### src/rtl/hilo_muldiv_ctrl_pkg.sv
`default_nettype none
// ------------------------------------------------------------------
// hilo_pkg: shared encodings for the HI/LO mul/div sequencer. Rev 1.0
// ------------------------------------------------------------------
package hilo_pkg;
  localparam int DEF_WIDTH = 32;
  localparam int CNT_W     = $clog2(DEF_WIDTH);

  localparam logic [2:0] OP_MULT  = 3'd0;
  localparam logic [2:0] OP_MULTU = 3'd1;
  localparam logic [2:0] OP_DIV   = 3'd2;
  localparam logic [2:0] OP_DIVU  = 3'd3;
  localparam logic [2:0] OP_MTHI  = 3'd4;
  localparam logic [2:0] OP_MTLO  = 3'd5;

  localparam logic [1:0] ST_IDLE = 2'd0;
  localparam logic [1:0] ST_MUL  = 2'd1;
  localparam logic [1:0] ST_DIV  = 2'd2;
  localparam logic [1:0] ST_FIX  = 2'd3;
endpackage
`default_nettype wire

### src/rtl/hilo_muldiv_ctrl_step.sv
`default_nettype none
// ------------------------------------------------------------------
// muldiv_step: one shift-add or restoring-divide iteration.  Rev 1.0
// ------------------------------------------------------------------
module muldiv_step #(
  parameter int WIDTH = hilo_pkg::DEF_WIDTH
) (
  input  logic [2*WIDTH-1:0] acc,
  input  logic [WIDTH-1:0]   operand,
  input  logic               div_mode,
  output logic [2*WIDTH-1:0] acc_next
);
  logic [WIDTH:0] sum;
  logic [WIDTH:0] rem_sh;
  logic [WIDTH:0] diff;

  always_comb begin
    sum    = {1'b0, acc[2*WIDTH-1:WIDTH]} + {1'b0, operand};
    rem_sh = acc[2*WIDTH-1:WIDTH-1];
    diff   = rem_sh - {1'b0, operand};
    acc_next = {1'b0, acc[2*WIDTH-1:1]};
    if (div_mode) begin
      // Remainder stays below the divisor, so diff[WIDTH] is a clean borrow flag.
      if (!diff[WIDTH])
        acc_next = {diff[WIDTH-1:0], acc[WIDTH-2:0], 1'b1};
      else
        acc_next = {rem_sh[WIDTH-1:0], acc[WIDTH-2:0], 1'b0};
    end else if (acc[0]) begin
      acc_next = {sum, acc[WIDTH-1:1]};
    end
  end
endmodule
`default_nettype wire

### src/rtl/hilo_muldiv_ctrl.sv
`default_nettype none
// ------------------------------------------------------------------
// hilo_muldiv_ctrl: iterative HI/LO mul/div sequencer for EXE. Rev 1.0
// ------------------------------------------------------------------
module hilo_muldiv_ctrl
  import hilo_pkg::*;
#(
  parameter int WIDTH = DEF_WIDTH
) (
  input  logic             CLOCK,
  input  logic             RESET,
  input  logic             Start_IN,
  input  logic [2:0]       Op_IN,
  input  logic [WIDTH-1:0] OperandA_IN,
  input  logic [WIDTH-1:0] OperandB_IN,
  input  logic             ReadHiLo_IN,
  input  logic             Flush_IN,
  output logic             Stall_OUT,
  output logic             Busy_OUT,
  output logic             Done_OUT,
  output logic             DivByZero_OUT,
  output logic [WIDTH-1:0] HI_OUT,
  output logic [WIDTH-1:0] LO_OUT
);
  localparam int CW = (WIDTH == DEF_WIDTH) ? CNT_W : $clog2(WIDTH);

  logic [1:0]         state;
  logic [CW-1:0]      counter;
  logic [2*WIDTH-1:0] acc;
  logic [2*WIDTH-1:0] acc_next;
  logic [2*WIDTH-1:0] prod;
  logic [WIDTH-1:0]   operand;
  logic [WIDTH-1:0]   hi;
  logic [WIDTH-1:0]   lo;
  logic [WIDTH-1:0]   fix_hi;
  logic [WIDTH-1:0]   fix_lo;
  logic [WIDTH-1:0]   a_mag;
  logic [WIDTH-1:0]   b_mag;
  logic               neg_lo;
  logic               neg_hi;
  logic               div_op;
  logic               dbz;
  logic               busy;
  logic               signed_op;
  logic               a_neg;
  logic               b_neg;

  assign busy      = (state != ST_IDLE);
  assign signed_op = (Op_IN == OP_MULT) || (Op_IN == OP_DIV);
  assign a_neg     = signed_op & OperandA_IN[WIDTH-1];
  assign b_neg     = signed_op & OperandB_IN[WIDTH-1];
  assign a_mag     = a_neg ? -OperandA_IN : OperandA_IN;
  assign b_mag     = b_neg ? -OperandB_IN : OperandB_IN;

  assign Busy_OUT      = busy;
  assign Stall_OUT     = busy & (Start_IN | ReadHiLo_IN);
  assign Done_OUT      = (state == ST_FIX) & ~Flush_IN;
  assign DivByZero_OUT = dbz;
  assign HI_OUT        = hi;
  assign LO_OUT        = lo;

  muldiv_step #(.WIDTH(WIDTH)) u_step (
    .acc      (acc),
    .operand  (operand),
    .div_mode (state == ST_DIV),
    .acc_next (acc_next)
  );

  // Products negate as a whole double word; quotient and remainder separately.
  always_comb begin
    prod   = neg_lo ? -acc : acc;
    fix_hi = prod[2*WIDTH-1:WIDTH];
    fix_lo = prod[WIDTH-1:0];
    if (div_op) begin
      fix_hi = neg_hi ? -acc[2*WIDTH-1:WIDTH] : acc[2*WIDTH-1:WIDTH];
      fix_lo = neg_lo ? -acc[WIDTH-1:0] : acc[WIDTH-1:0];
    end
  end

  always_ff @(posedge CLOCK or negedge RESET) begin
    if (!RESET) begin
      state   <= ST_IDLE;
      counter <= '0;
      acc     <= '0;
      operand <= '0;
      hi      <= '0;
      lo      <= '0;
      neg_lo  <= 1'b0;
      neg_hi  <= 1'b0;
      div_op  <= 1'b0;
      dbz     <= 1'b0;
    end else begin
      dbz <= 1'b0;
      case (state)
        ST_IDLE: begin
          if (Start_IN && !Flush_IN) begin
            case (Op_IN)
              OP_MTHI: hi <= OperandA_IN;
              OP_MTLO: lo <= OperandA_IN;
              OP_MULT, OP_MULTU: begin
                acc     <= {{WIDTH{1'b0}}, a_mag};
                operand <= b_mag;
                neg_lo  <= a_neg ^ b_neg;
                neg_hi  <= 1'b0;
                div_op  <= 1'b0;
                counter <= CW'(WIDTH - 1);
                state   <= ST_MUL;
              end
              OP_DIV, OP_DIVU: begin
                if (OperandB_IN == '0) begin
                  hi  <= OperandA_IN;
                  lo  <= '1;
                  dbz <= 1'b1;
                end else begin
                  acc     <= {{WIDTH{1'b0}}, a_mag};
                  operand <= b_mag;
                  neg_lo  <= a_neg ^ b_neg;
                  neg_hi  <= a_neg;
                  div_op  <= 1'b1;
                  counter <= CW'(WIDTH - 1);
                  state   <= ST_DIV;
                end
              end
              default: ;
            endcase
          end
        end
        ST_MUL, ST_DIV: begin
          if (Flush_IN) begin
            state <= ST_IDLE;
          end else begin
            acc     <= acc_next;
            counter <= counter - CW'(1);
            if (counter == '0)
              state <= ST_FIX;
          end
        end
        ST_FIX: begin
          if (!Flush_IN) begin
            hi <= fix_hi;
            lo <= fix_lo;
          end
          state <= ST_IDLE;
        end
        default: state <= ST_IDLE;
      endcase
    end
  end
endmodule
`default_nettype wire

### config.mk
export PLATFORM = sky130hd
export DESIGN_NAME = hilo_muldiv_ctrl
export DESIGN_NICKNAME = d
export VERILOG_FILES = /design/src/rtl/hilo_muldiv_ctrl_pkg.sv /design/src/rtl/hilo_muldiv_ctrl_step.sv /design/src/rtl/hilo_muldiv_ctrl.sv
export SDC_FILE = /design/constraint.sdc
export NUM_CORES = 1
export LEC_CHECK = 0
export ABC_CLOCK_PERIOD_IN_PS = 4400
export CELL_PAD_IN_SITES_DETAIL_PLACEMENT = 2
export CELL_PAD_IN_SITES_GLOBAL_PLACEMENT = 2
export CORE_MARGIN = 3
export CORE_UTILIZATION = 35
export CTS_CLUSTER_SIZE = 16
export DETAILED_ROUTE_END_ITERATION = 10
export PLACE_DENSITY = 0.93
export SLEW_MARGIN = 20
export SYNTH_ARGS = -nofsm -noshare
export SYNTH_HDL_FRONTEND = slang
export SYNTH_SLANG_ARGS = --single-unit
### constraint.sdc
create_clock -name CLOCK -period 4.4 [get_ports CLOCK]
set_input_delay 0.88 -clock CLOCK [delete_from_list [all_inputs] [get_ports CLOCK]]
set_output_delay 0.88 -clock CLOCK [all_outputs]
set_load 0.02 [all_outputs]
## After elaboration in Yosys (flattened, before gate mapping)

Cells that the tools add are included.
W data, S select, Z words.

- $add $sub $neg: 8
- Multiplexer cells: 48
- Reductions and logical operators: 19
- Bitwise gates (word level): 7
- Eq/ne operators: 18

Operators by type and width:

| kind | number |
|---|---|
| $mux W64 | 7 |
| $mux W32 | 13 |
| $pmux W32 S2 | 5 |
| $pmux W64 S2 | 2 |
| $neg A32 Y32 | 4 |
| $neg A64 Y64 | 1 |
| $add A32 B32 Y33 | 1 |
| $sub A33 B32 Y33 | 1 |
| $logic_not A32 Y1 | 1 |
| $pmux W5 S2 | 2 |
| $mux W5 | 3 |
| $reduce_and A5 Y1 | 3 |
| $ne A3 B1 Y1 const B | 3 |
| $ne A3 B3 Y1 const B | 3 |
| $mux W2 | 4 |
| $ne A2 B2 Y1 const B | 4 |
| $reduce_and A4 Y1 | 2 |
| $reduce_bool A2 Y1 | 4 |
| $mux W1 | 7 |
| $eq A3 B2 Y1 const B | 2 |
| $eq A3 B3 Y1 const B | 2 |
| $pmux W1 S2 | 3 |
| $pmux W2 S3 | 1 |
| $reduce_or A2 Y1 | 3 |
| 15 further kinds | 19 |

- Bits of input ports: 72
- Output and inout bits: 68
- Word-level logic and storage cells: 110
- Register bits: 171

## Longest topological paths before layout

- Depth after elaboration: 8
- Mapped depth: 15
- Mapped depth without buffers: 13

## Modules after synthesis

Synthesis repeated with hierarchy kept, for this count alone.

- Cell total of the unflattened synthesis: 1978
- Area, all modules: 15595.0 sq um

Modules (own cells, without submodules):

| module | cells each | instances | sequential area each (sq um) | area an instance (sq um) |
|---|---|---|---|---|
| hilo_muldiv_ctrl | 1294 | 1 | 4279.1 | 10797.9 |
| muldiv_step | 684 | 1 | 0.0 | 4797.1 |

## Worst setup path after synthesis

OpenSTA, ideal clock, no wires.

- Path type: register to register
- Start point: reg acc[31]
- End point: reg acc[58]
- Period minus slack after synthesis: 3493 ps
- Data required time: 4274 ps
- Slack: 907 ps
- Stages on the path, launching flop included: 16
- Buffers on the path: 2
- Data arrival time: 3367 ps
- Setup time: 126 ps
- Cells stage by stage: dfrtp_1 > clkbuf_1 > inv_1 > ha_1 > fa_1 > nand2b_1 > a21oi_1 > o21ai_0 > a211o_1 > and3_1 > a31oi_1 > xor2_1 > buf_2 > mux2i_1 > nor2_1 > a221o_1

- Longest elaborated chain between the ends: 5

RTL lines:

| element | RTL line | source |
|---|---|---|
| from (decl) | hilo_muldiv_ctrl.sv:29 | `logic [2*WIDTH-1:0] acc;` |
| from (signal assigned) | hilo_muldiv_ctrl.sv:101 | `acc <= {{WIDTH{1'b0}}, a_mag};` |
| from (signal assigned) | hilo_muldiv_ctrl.sv:115 | `acc <= {{WIDTH{1'b0}}, a_mag};` |
| from (signal assigned) | hilo_muldiv_ctrl.sv:132 | `acc <= acc_next;` |
| $sub A33 B32 Y33 | hilo_muldiv_ctrl_step.sv:20 | `diff = rem_sh - {1'b0, operand};` |
| $mux W64 | hilo_muldiv_ctrl_step.sv:24 | `if (!diff[WIDTH])` |
| $mux W64 | hilo_muldiv_ctrl_step.sv:22 | `if (div_mode) begin` |
| $mux W64 | hilo_muldiv_ctrl.sv:129 | `if (Flush_IN) begin` |
| $pmux W64 S2 | hilo_muldiv_ctrl.sv:94 | `case (state)` |

Every way passes these cells. The select of a mux whose other input is x is not followed.
A chain may end at the register's enable or synchronous reset.

## Worst setup path in the final report

- Start point: reg acc[32]
- End point: reg acc[39]

- Longest elaborated chain between the ends: 5
- Elaborated cells on any way between the ends: 7
- Classes of those cells: add/sub: 2; mux: 5

RTL lines:

| element | RTL line |
|---|---|
| $sub A33 B32 Y33 / $add A32 B32 Y33 (equally long branches) | hilo_muldiv_ctrl_step.sv:20, hilo_muldiv_ctrl_step.sv:18 |
| $mux W64 (on tied branches) | hilo_muldiv_ctrl_step.sv:24, hilo_muldiv_ctrl_step.sv:28 |
| $mux W64 (*) | hilo_muldiv_ctrl_step.sv:22 |
| $mux W64 (*) | hilo_muldiv_ctrl.sv:129 |
| $pmux W64 S2 (*) | hilo_muldiv_ctrl.sv:94 |

Mark *: on every way between the ends. The rest lies on a longest branch, timed or not. The select of a mux whose other input is x is not followed.

==> results_dict.tcl <==
set metrics [dict create \
    status "complete, no violations" \
    drt_iter0_drc 1065 \
    synth_area_leaders "dfrtp_1 29%, o21ai_0 8.1%, nand2_1 7.1%, mux2i_1 6.4%, ha_1 6.2%" \
    nets 2157 \
    die_width_um 212 \
    cp_common_cell "buf_12" \
    critPathKind "flip-flop to flip-flop" \
    synth.avg_cell_area_um2 7.80 \
    wl_per_cell_um 26.6 \
    clockBufferDepth 2 \
    placed_area_um2 17100 \
    hold_viol_final 0 \
    startpoint_type "flip-flop" \
    diodes 0 \
    finalMaxSlewViolations 0 \
    synth-seq-area-share_pct 28.9 \
    dieArea_um2 44800 \
    synth.top_cell.area_share_pct 28.9 \
    grt-ovfl-total 0 \
    syn-num-nets 2046 \
    area_growth_pct 19.5 \
    holdWs_ns 0.398 \
    final_core_util_pct 42.9 \
    synth-async-reset-ratio_pct 100 \
    cp_top_family "compound AO/OA/AOI/OAI gates" \
    cts_tree "done" \
    synth-edff-count 0 \
    postCtsHoldBufs 0 \
    regToRegSetupSlack_ns 0.24 \
    syn_area_um2 14800 \
    final-setup-viol-count 0 \
    power.leakage_nw 7.52 \
    ios 140 \
    core_um2 41300 \
    design_area_um2 17700 \
    fp-row-count 74 \
    cp_slowest_stage_delay_ns 0.50 \
    worst_slew_pin_slew_ns 0.931 \
    cp_max_fo 21 \
    period_needed_ns 4.16 \
    path_buf_inv 4 \
    start_util_pct 35.9 \
    synth.ff_latch_count 171 \
    vias_per_cell 6.16 \
    cts_root_buf "clkbuf_16" \
    period_share_pct 94.4 \
    path_cells "inv_1 -> fa_1 -> nand2b_1 -> a21oi_1 -> o21ai_0 -> a211o_1 -> and3_1 -> a31oi_1 -> buf_4 -> xor2_4 -> buf_12 -> buf_12 -> mux2i_1 -> o221ai_1" \
    die_y_um 212 \
    cts_made_buffers 17 \
    crit_required_ns 4.73 \
    post_cts.repair.setup_buffers 0 \
    layout-drive-gt1-share_pct 6.82 \
    gp_congestion 0.980 \
    r2r_cells 14 \
    synth_cells 1899 \
    slew_headroom_pct 37.7 \
    cap_viol_max_count 0 \
    dr.pass1.iters 5 \
    min_path_type "primary input to asynchronous set/reset pin" \
    cts_resized 0 \
    rsz0062_at_grt "no" \
    postRouteAntennaNets 0 \
    clk_latency_ns 0.48 \
    cp-end-kind "flip-flop" \
    grt_antenna_before_repair 1 \
    synthFlopType "dfrtp_1" \
    dp_hpwl_um 50400 \
    grt_pass1_wl_um 106000 \
    fin_skew_ns 0.0163 \
    power.density_nw_per_um2 855 \
    grt_max_degree 108 \
    clk_pin_slew_ns 0.08 \
    drc 0 \
    yosysWarnings 0 \
    ir_drop_mv 0.282 \
    cts.sinks 171 \
    wl_um 67900 \
    crit_slowest_cell "dfrtp_2" \
    ctsHtreeMaxLevel 4 \
    grt_pass1_vias 17376 \
    yosys.area.top_type "dfrtp_1" \
    path_depth 14 \
    cp.arrival_ns 4.49 \
    synth.distinct_cells 84 \
    vias 15738 \
    grt_usage_pct 30.3 \
    fmax_mhz 241 \
    portBuffers 139 \
]
## logic make-up after synthesis
logic type | synth area share (%)
xor+xnor | 9.99
buf+inv | 5.14
fa+ha+maj | 6.43
flops | 28.9
compound gates | 24.0
mux | 6.72
simple gates | 18.8
## synth_stat cells, types with 12 or more instances
master    number
a211oi_1      17
a21o_1        30
a21oi_1      134
a31oi_1       20
and3_1        15
buf_1         12
clkbuf_1      91
dfrtp_1      171
ha_1          73
inv_1         68
mux2i_1       95
nand2_1      280
nand2b_1      19
nand3_1       26
nor2_1       129
nor2b_1       17
nor3_1        35
nor4_1        17
o211ai_1      13
o21ai_0      241
o221ai_1      21
o31ai_1       23
or3_1         19
xnor2_1       69
xor2_1       100
## sequential cells by signal, indices dropped and copies added (netlist names)
name,flops
LO_OUT,32
HI_OUT,32
neg_hi,1
state,2
acc,64
counter,5
operand,32
div_op,1
DivByZero_OUT,1
neg_lo,1
## cell usage in the layout, fill, tap and decap left out, types with 69 or more instances in the layout
cell type,n
clkdlybuf4s50_1,138
a21oi_1,134
ha_1,70
xor2_1,99
nor2_1,128
nand2_1,279
dfrtp_1,170
mux2i_1,95
xnor2_1,69
o21ai_0,241
## worst paths after layout
| check | start | end |
|---|---|---|
| min in group CLOCK | LO_OUT[7] | LO_OUT[7] |
| worst min-delay path | RESET | HI_OUT[18] |
| worst max-delay path | acc[32] | acc[39] |
| worst max register to register | acc[32] | acc[39] |
| max in group asynchronous | RESET | acc[7] |
| worst min register to register | LO_OUT[7] | LO_OUT[7] |
## per-stage QoR
step | total power [mW] | cells | setup TNS (ns) | setup WS, ns
floorplan | 9.25 | 1899 | 0 | 0.907
global placement | 12.2 | 2523 | 0 | 0.0115
detailed placement | 13.0 | 2523 | -4.96 | -0.215
CTS | 15.0 | 2555 | 0 | 0.139
global route | 16.1 | 2555 | 0 | 0.0937
finish | 15.1 | 2555 | 0 | 0.245
## per-layer routing
metal | wire [um] | GRT usage, %
met3 | 3700 | 4.68
met4 | 3540 | 16.2
met5 | 0 | 0
met1 | 27600 | 36.3
met2 | 33100 | 52.4
## power breakdown
group / switching, mW / total, mW / internal (mW)
clock: 0.776 / 1.68 / 0.905
sequential: 0.985 / 3.26 / 2.28
combinational: 6.42 / 10.2 / 3.77
total: 8.19 / 15.1 / 6.95
## layout make-up
cell class	count	area (um2)
tap	532	666
multi-input combinational	1541	9860
fill	4687	23600
sequential	171	4280
inverter	69	259
clock buffer	17	425
timing repair buffer	210	2030
clock inverter	15	189
(Power assumes the default switching activity.)
